### src/rtl/track_pkg.sv
// Shared encodings for the track follower: FSM states, filtered track codes,
// motor drive codes and the state-to-drive mapping.
package track_pkg;

    typedef enum logic [3:0] {
        S_OFF   = 4'd0,
        S_ST    = 4'd1,
        S_CL    = 4'd2,
        S_L90   = 4'd3,
        S_CR    = 4'd4,
        S_R90   = 4'd5,
        S_CROSS = 4'd6,
        S_CST   = 4'd9,
        S_C90   = 4'd13,
        S_LOST  = 4'd15
    } state_t;

    // Track codes are the filtered {L, C, R}; C reads 0 when it sees the line.
    localparam logic [2:0] CODE_ST     = 3'b000;
    localparam logic [2:0] CODE_CR     = 3'b001;
    localparam logic [2:0] CODE_NONE   = 3'b010;
    localparam logic [2:0] CODE_R90    = 3'b011;
    localparam logic [2:0] CODE_CL     = 3'b100;
    localparam logic [2:0] CODE_CROSS  = 3'b101;
    localparam logic [2:0] CODE_L90    = 3'b110;
    localparam logic [2:0] CODE_CROSST = 3'b111;

    localparam logic [1:0] DRV_STOP   = 2'd0;
    localparam logic [1:0] DRV_FWD_LO = 2'd1;
    localparam logic [1:0] DRV_FWD_HI = 2'd2;
    localparam logic [1:0] DRV_REV    = 2'd3;

    // Returns {DriveA, DriveB}; CROSS never reaches here because it holds.
    function automatic logic [3:0] drive_of(input state_t s);
        logic [3:0] d;
        d = {DRV_STOP, DRV_STOP};
        case (s)
            S_ST:    d = {DRV_FWD_LO, DRV_FWD_LO};
            S_CL:    d = {DRV_FWD_LO, DRV_FWD_HI};
            S_L90:   d = {DRV_REV,    DRV_FWD_HI};
            S_CR:    d = {DRV_FWD_HI, DRV_FWD_LO};
            S_R90:   d = {DRV_FWD_HI, DRV_REV};
            S_CST:   d = {DRV_FWD_LO, DRV_FWD_LO};
            S_C90:   d = {DRV_FWD_HI, DRV_REV};
            default: d = {DRV_STOP, DRV_STOP};
        endcase
        return d;
    endfunction

endpackage

### src/rtl/sensor_debounce.sv
// Per-bit sensor filter: a bit's filtered value follows the raw value only
// after DEBOUNCE consecutive differing edges. DEBOUNCE=1 is a plain register.
module sensor_debounce
    import track_pkg::*;
#(
    parameter int DEBOUNCE = 4
) (
    input  logic       CLK,
    input  logic       RST,
    input  logic [2:0] raw,
    output logic [2:0] filt
);

    localparam int CNT_W = $clog2(DEBOUNCE + 1);
    localparam logic [CNT_W-1:0] CNT_LAST = CNT_W'(DEBOUNCE - 1);

    genvar gi;
    generate
        for (gi = 0; gi < 3; gi++) begin : g_bit
            logic [CNT_W-1:0] r_cnt;
            logic             r_filt;

            always_ff @(posedge CLK or posedge RST) begin
                if (RST) begin
                    r_cnt  <= '0;
                    r_filt <= CODE_NONE[gi];
                end else if (raw[gi] == r_filt) begin
                    r_cnt <= '0;
                end else if (r_cnt == CNT_LAST) begin
                    r_filt <= raw[gi];
                    r_cnt  <= '0;
                end else begin
                    r_cnt <= r_cnt + 1'b1;
                end
            end

            assign filt[gi] = r_filt;
        end
    endgenerate

endmodule

### src/rtl/track_follower.sv
// Line-following movement FSM with crossroad route plan and lost-line timeout.
// Define TRACK_FOLLOWER_DEBOUNCE_EN to debounce the sensors; otherwise they are only registered.
module track_follower
    import track_pkg::*;
#(
    parameter int          DEBOUNCE     = 4,
    parameter int          CROSS_N      = 2,
    parameter logic [15:0] CROSS_PLAN   = 16'h0001,
    parameter int          LOST_TIMEOUT = 1000
) (
    input  logic       CLK,
    input  logic       RST,
    input  logic       EN,
    input  logic       L,
    input  logic       C,
    input  logic       R,
    output logic [1:0] DriveA,
    output logic [1:0] DriveB,
    output logic [3:0] State,
    output logic [3:0] CrossIdx,
    output logic       Lost
);

    localparam int LOST_W = $clog2(LOST_TIMEOUT + 1);
    localparam logic [LOST_W-1:0] LOST_LAST = LOST_W'(LOST_TIMEOUT - 1);
    localparam logic [3:0] CROSS_LAST = 4'(CROSS_N - 1);

`ifdef TRACK_FOLLOWER_DEBOUNCE_EN
    localparam int FILT_DEB = DEBOUNCE;
`else
    // Without the filter a single register stage is used whatever DEBOUNCE says.
    localparam int FILT_DEB = (DEBOUNCE >= 1) ? 1 : 1;
`endif

    logic [2:0]        w_code;
    state_t            r_state;
    state_t            w_normal;
    state_t            w_state_next;
    logic [LOST_W-1:0] r_lost_cnt;
    logic [LOST_W-1:0] w_lost_cnt_next;
    logic [3:0]        r_cross_idx;
    logic [3:0]        w_cross_idx_next;
    logic [1:0]        r_drive_a;
    logic [1:0]        r_drive_b;
    logic              r_lost;
    logic              w_count_cond;

    sensor_debounce #(
        .DEBOUNCE (FILT_DEB)
    ) u_debounce (
        .CLK  (CLK),
        .RST  (RST),
        .raw  ({L, C, R}),
        .filt (w_code)
    );

    always_comb begin
        w_normal = r_state;
        case (r_state)
            S_OFF: casez (w_code)
                3'b000:  w_normal = S_ST;
                3'b010:  w_normal = S_OFF;
                3'b0?1:  w_normal = S_CR;
                3'b1?0:  w_normal = S_CL;
                default: w_normal = S_CR;
            endcase
            S_ST: casez (w_code)
                3'b1?0:  w_normal = S_CL;
                3'b0?1:  w_normal = S_CR;
                3'b1?1:  w_normal = S_CROSS;
                default: w_normal = S_ST;
            endcase
            S_CL: casez (w_code)
                3'b00?:  w_normal = S_ST;
                3'b1?1:  w_normal = S_CROSS;
                3'b011:  w_normal = S_CROSS;
                3'b110:  w_normal = S_L90;
                default: w_normal = S_CL;
            endcase
            S_L90:   w_normal = w_code[1] ? S_L90 : S_CL;
            S_CR: casez (w_code)
                3'b?00:  w_normal = S_ST;
                3'b1?1:  w_normal = S_CROSS;
                3'b110:  w_normal = S_CROSS;
                3'b011:  w_normal = S_R90;
                default: w_normal = S_CR;
            endcase
            S_R90:   w_normal = w_code[1] ? S_R90 : S_CR;
            S_CROSS: w_normal = CROSS_PLAN[r_cross_idx] ? S_C90 : S_CST;
            S_CST:   w_normal = (w_code == CODE_ST) ? S_ST : S_CST;
            S_C90:   w_normal = w_code[1] ? S_R90 : S_C90;
            S_LOST:  w_normal = (w_code == CODE_NONE) ? S_LOST : S_OFF;
            default: w_normal = S_OFF;
        endcase
    end

    assign w_count_cond = ((r_state == S_ST) || (r_state == S_CL) || (r_state == S_CR))
                          && (w_code == CODE_NONE);

    always_comb begin
        w_state_next     = w_normal;
        w_lost_cnt_next  = '0;
        w_cross_idx_next = r_cross_idx;
        if (!EN) begin
            w_state_next = S_OFF;
        end else begin
            if (r_state == S_CROSS)
                w_cross_idx_next = (r_cross_idx == CROSS_LAST) ? 4'd0 : r_cross_idx + 4'd1;
            if (w_normal == S_CROSS) begin
                w_state_next = S_CROSS;
            end else if (w_count_cond && (r_lost_cnt == LOST_LAST)) begin
                w_state_next = S_LOST;
            end else if (w_count_cond) begin
                w_lost_cnt_next = r_lost_cnt + 1'b1;
            end
        end
    end

    always_ff @(posedge CLK or posedge RST) begin
        if (RST) begin
            r_state     <= S_OFF;
            r_lost_cnt  <= '0;
            r_cross_idx <= 4'd0;
            r_drive_a   <= DRV_STOP;
            r_drive_b   <= DRV_STOP;
            r_lost      <= 1'b0;
        end else begin
            r_state     <= w_state_next;
            r_lost_cnt  <= w_lost_cnt_next;
            r_cross_idx <= w_cross_idx_next;
            r_lost      <= (w_state_next == S_LOST);
            // Drives are frozen for the single CROSS cycle.
            if (w_state_next != S_CROSS)
                {r_drive_a, r_drive_b} <= drive_of(w_state_next);
        end
    end

    assign State    = r_state;
    assign CrossIdx = r_cross_idx;
    assign DriveA   = r_drive_a;
    assign DriveB   = r_drive_b;
    assign Lost     = r_lost;

endmodule
### config.mk
export PLATFORM = sky130hd
export DESIGN_NAME = track_follower
export DESIGN_NICKNAME = d
export VERILOG_FILES = /design/src/rtl/track_pkg.sv /design/src/rtl/sensor_debounce.sv /design/src/rtl/track_follower.sv
export SDC_FILE = /design/constraint.sdc
export NUM_CORES = 1
export LEC_CHECK = 0
export CAP_MARGIN = 0
export CORE_ASPECT_RATIO = 0.5
export CORE_MARGIN = 2
export CORE_UTILIZATION = 30
export DETAILED_ROUTE_END_ITERATION = 8
export GPL_TIMING_DRIVEN = 0
export PLACE_DENSITY = 0.57
export SLEW_MARGIN = 20
export SYNTH_ARGS = -nofsm -noshare
export SYNTH_HDL_FRONTEND = slang
export SYNTH_SLANG_ARGS = --single-unit
### constraint.sdc
create_clock -name CLK -period 3.5 [get_ports CLK]
set_clock_uncertainty 0.1 [all_clocks]
set_input_delay 0.7 -clock CLK [delete_from_list [all_inputs] [get_ports CLK]]
set_output_delay 0.7 -clock CLK [all_outputs]
set_load 0.05 [all_outputs]
==> flow_summary.ini <==
[synth]
syn-num-nets = 152
synth_common_cells = dfrtp_1 (25), nor2_1 (15), nand2_1 (10)
yosys.area.top_type_share_pct = 43.6
syn_area_sq_mm = 0.00144
synthTopCellsByArea = dfrtp_1 (44%), xnor2_1 (4.3%), nor2_1 (3.9%)
avgSynthCellArea_sq_um = 9.90
ys_ff_latch = 26
synth_edf_count = 0
synth_cell_types = 48
ys_async_sr_fraction_pct = 100
ys.flop_type = dfrtp_1
syn_inst = 145
post-synth-top-count-cell = dfrtp_1
ys_warn_count = 0
synth_top_area_cell = dfrtp_1
seq_area_frac_synth_pct = 45.4

[global_route]
gr-total-overflow = 0
antenna_found_initial = 0
grt_max_degree = 27
first_global_vias = 1048
grt_pass1_wl_microns = 4950
grt_usage_pct = 11.9

[cells_and_area]
drive_above_1_share_pct = 14.0
fillers = 439
syn2layout_area_growth_pct = 20.1
final_nets = 172
antenna_cells = 0

[critical_path]
reg2reg_to = DriveB[1]$_DFFE_PP0P_
cp-end-kind = flip-flop
cp.required_ns = 3.56
reg2regPathDepth = 7
worst-endpoint-arrival_ns = 2.59
r2r_slack_ns = 0.97
rr_startpoint = u_debounce.g_bit[1].r_filt$_DFFE_PP1P_
crit_type = flip-flop to flip-flop
endpoint = DriveB[1]$_DFFE_PP0P_
path_max_fanout = 10
cp-startpoint = u_debounce.g_bit[1].r_filt$_DFFE_PP1P_
startpoint_type = flip-flop

[floorplanning]
core_sq_mm = 0.00449
die_width_microns = 102
row_count = 17
die_h_microns = 52.9
io_pins = 19
dieArea_sq_mm = 0.00539
initial_core_util_pct = 32.0

[routing]
first_iter_violations = 48
totalWireLength_microns = 2780
drc = 0
drt_pre_antenna_iters = 4
postRouteAntennaNets = 0
routed-via-count = 1101
routedWlPerCell_microns = 12.1
viasPerCell = 4.79

[clock_tree]
holdBufCountCts = 0
cts.sinks = 26
root_buffer = clkbuf_8
cts_max_level = 1
path_clk_slew_ns = 0.09
post-cts-setup-buffer-count = 0
clkLatencyLatePin_ns = 0.27
cts.repair.resized = 0
cts.path.max_buffers = 2
cts_buffers = 3
cts_tree = yes

[placement]
dp_hpwl_microns = 1960
port_buffers = 15
place.gp.congestion = 0.803

[timing]
fmax_mhz = 395
finalCriticalPeriod_ns = 2.53
worst-slew-pin-transition_ns = 0.832
finalSetupViolations = 0
fin_crit_sh_pct = 72.3
drv_slew = 0
whs_ns = 0.379
fin_setup_tns_ns = 0
max-slew-margin-rel_pct = 44.6
rsz0062_at_grt = no
final-hold-violation-count = 0

[power]
power_density_mw_per_mm2 = 431
finalPower_mw = 0.742
power_leakage_nw = 0.691
ir_drop_v = 0.000122

[min_path]
hold_class = flip-flop to flip-flop

[run]
cap_viol_max_count = 0

[status]
status = finished, final reports clean
==> through the flow <==
step	utilization, %	instance area (sq um)	instances	setup WS, ns
detailed placement	37.2	1670	226	0.986
global route	38.4	1720	230	0.877
floorplan	-	1440	145	1.12
global placement	37.2	1670	226	0.995
CTS	38.4	1720	230	0.978
finish	38.4	1720	230	0.968
==> metal layers <==
| metal | vias to the layer above | global-route usage [%] | wire length, microns |
|---|---|---|---|
| met4 | 0 | 3.56 | 0 |
| li1 | 548 | - | - |
| met2 | 24 | 18.3 | 1290 |
| met5 | - | 0 | 0 |
| met1 | 529 | 16.6 | 1390 |
| met3 | 0 | 3.17 | 106 |
==> critical path, cell delays in order (launching register included) <==
cell,delay (ns)
dfstp_2,0.53
buf_6,0.13
or3b_4,0.41
or4_1,0.55
o22a_2,0.23
and2_4,0.15
o21a_1,0.10
a22o_1,0.23
==> kinds of logic (layout without fill, tap and decap cells) <==
kind of cell             after synthesis  in the layout  share of synthesized area (%)
adder cells (fa/ha/maj)                1              1                          0.872
multiplexers                           2              2                           1.48
AND/OR/NAND/NOR                       62             62                           24.2
AO/OA/AOI/OAI                         26             26                           13.3
flip-flops                            26             26                           45.4
buffers and inverters                 16             35                           7.41
XOR/XNOR                              12             12                           7.32
==> report_power, final <==
| part | leakage (nW) | internal [mW] | total, mW | switching, mW |
|---|---|---|---|---|
| clock | 0.0288 | 0.100 | 0.192 | 0.0912 |
| sequential | 0.348 | 0.320 | 0.339 | 0.0195 |
| combinational | 0.315 | 0.0819 | 0.211 | 0.129 |
| total | 0.691 | 0.502 | 0.742 | 0.240 |
==> layout by cell type (no fill, tap or decap), drive strengths merged, types with 4 or more instances in the layout <==
cell type / n
dfrtp: 25
nor2: 15
clkdlybuf4s50: 15
nand2: 10
clkbuf: 10
xnor2: 7
nor3: 6
nand3: 6
inv: 6
xor2: 5
o21ai: 4
o21a: 4
buf: 4
==> worst min path at each step <==
stage,cells past startpoint,endpoint,startpoint
floorplan,1,r_lost_cnt[0]$_DFF_PP0_,r_lost_cnt[0]$_DFF_PP0_
global placement,1,r_lost_cnt[0]$_DFF_PP0_,r_lost_cnt[0]$_DFF_PP0_
detailed placement,1,r_lost_cnt[0]$_DFF_PP0_,r_lost_cnt[0]$_DFF_PP0_
CTS,1,r_lost_cnt[0]$_DFF_PP0_,r_lost_cnt[0]$_DFF_PP0_
global route,1,u_debounce.g_bit[1].r_filt$_DFFE_PP1P_,C
finish,1,r_lost_cnt[0]$_DFF_PP0_,r_lost_cnt[0]$_DFF_PP0_
==> registers in the layout (all words and copies together) (netlist names) <==
signal	flops
CrossIdx	4
r_lost_cnt	10
State	4
DriveB	2
u_debounce.g_bit.r_filt	3
Lost	1
DriveA	2
==> cell type report <==
cell class / instances / area [sq um] / share of cell area (%)
plain buffers: 10 / 83.8 / 4.87
clock buffers: 4 / 55.1 / 3.20
inverters: 6 / 22.5 / 1.31
multi-input cells: 103 / 677 / 39.3
flip-flops and latches: 26 / 652 / 37.8
well taps: 66 / 82.6 / 4.79
repair buffers: 15 / 150 / 8.71
Power figures use the tool's default switching activity.
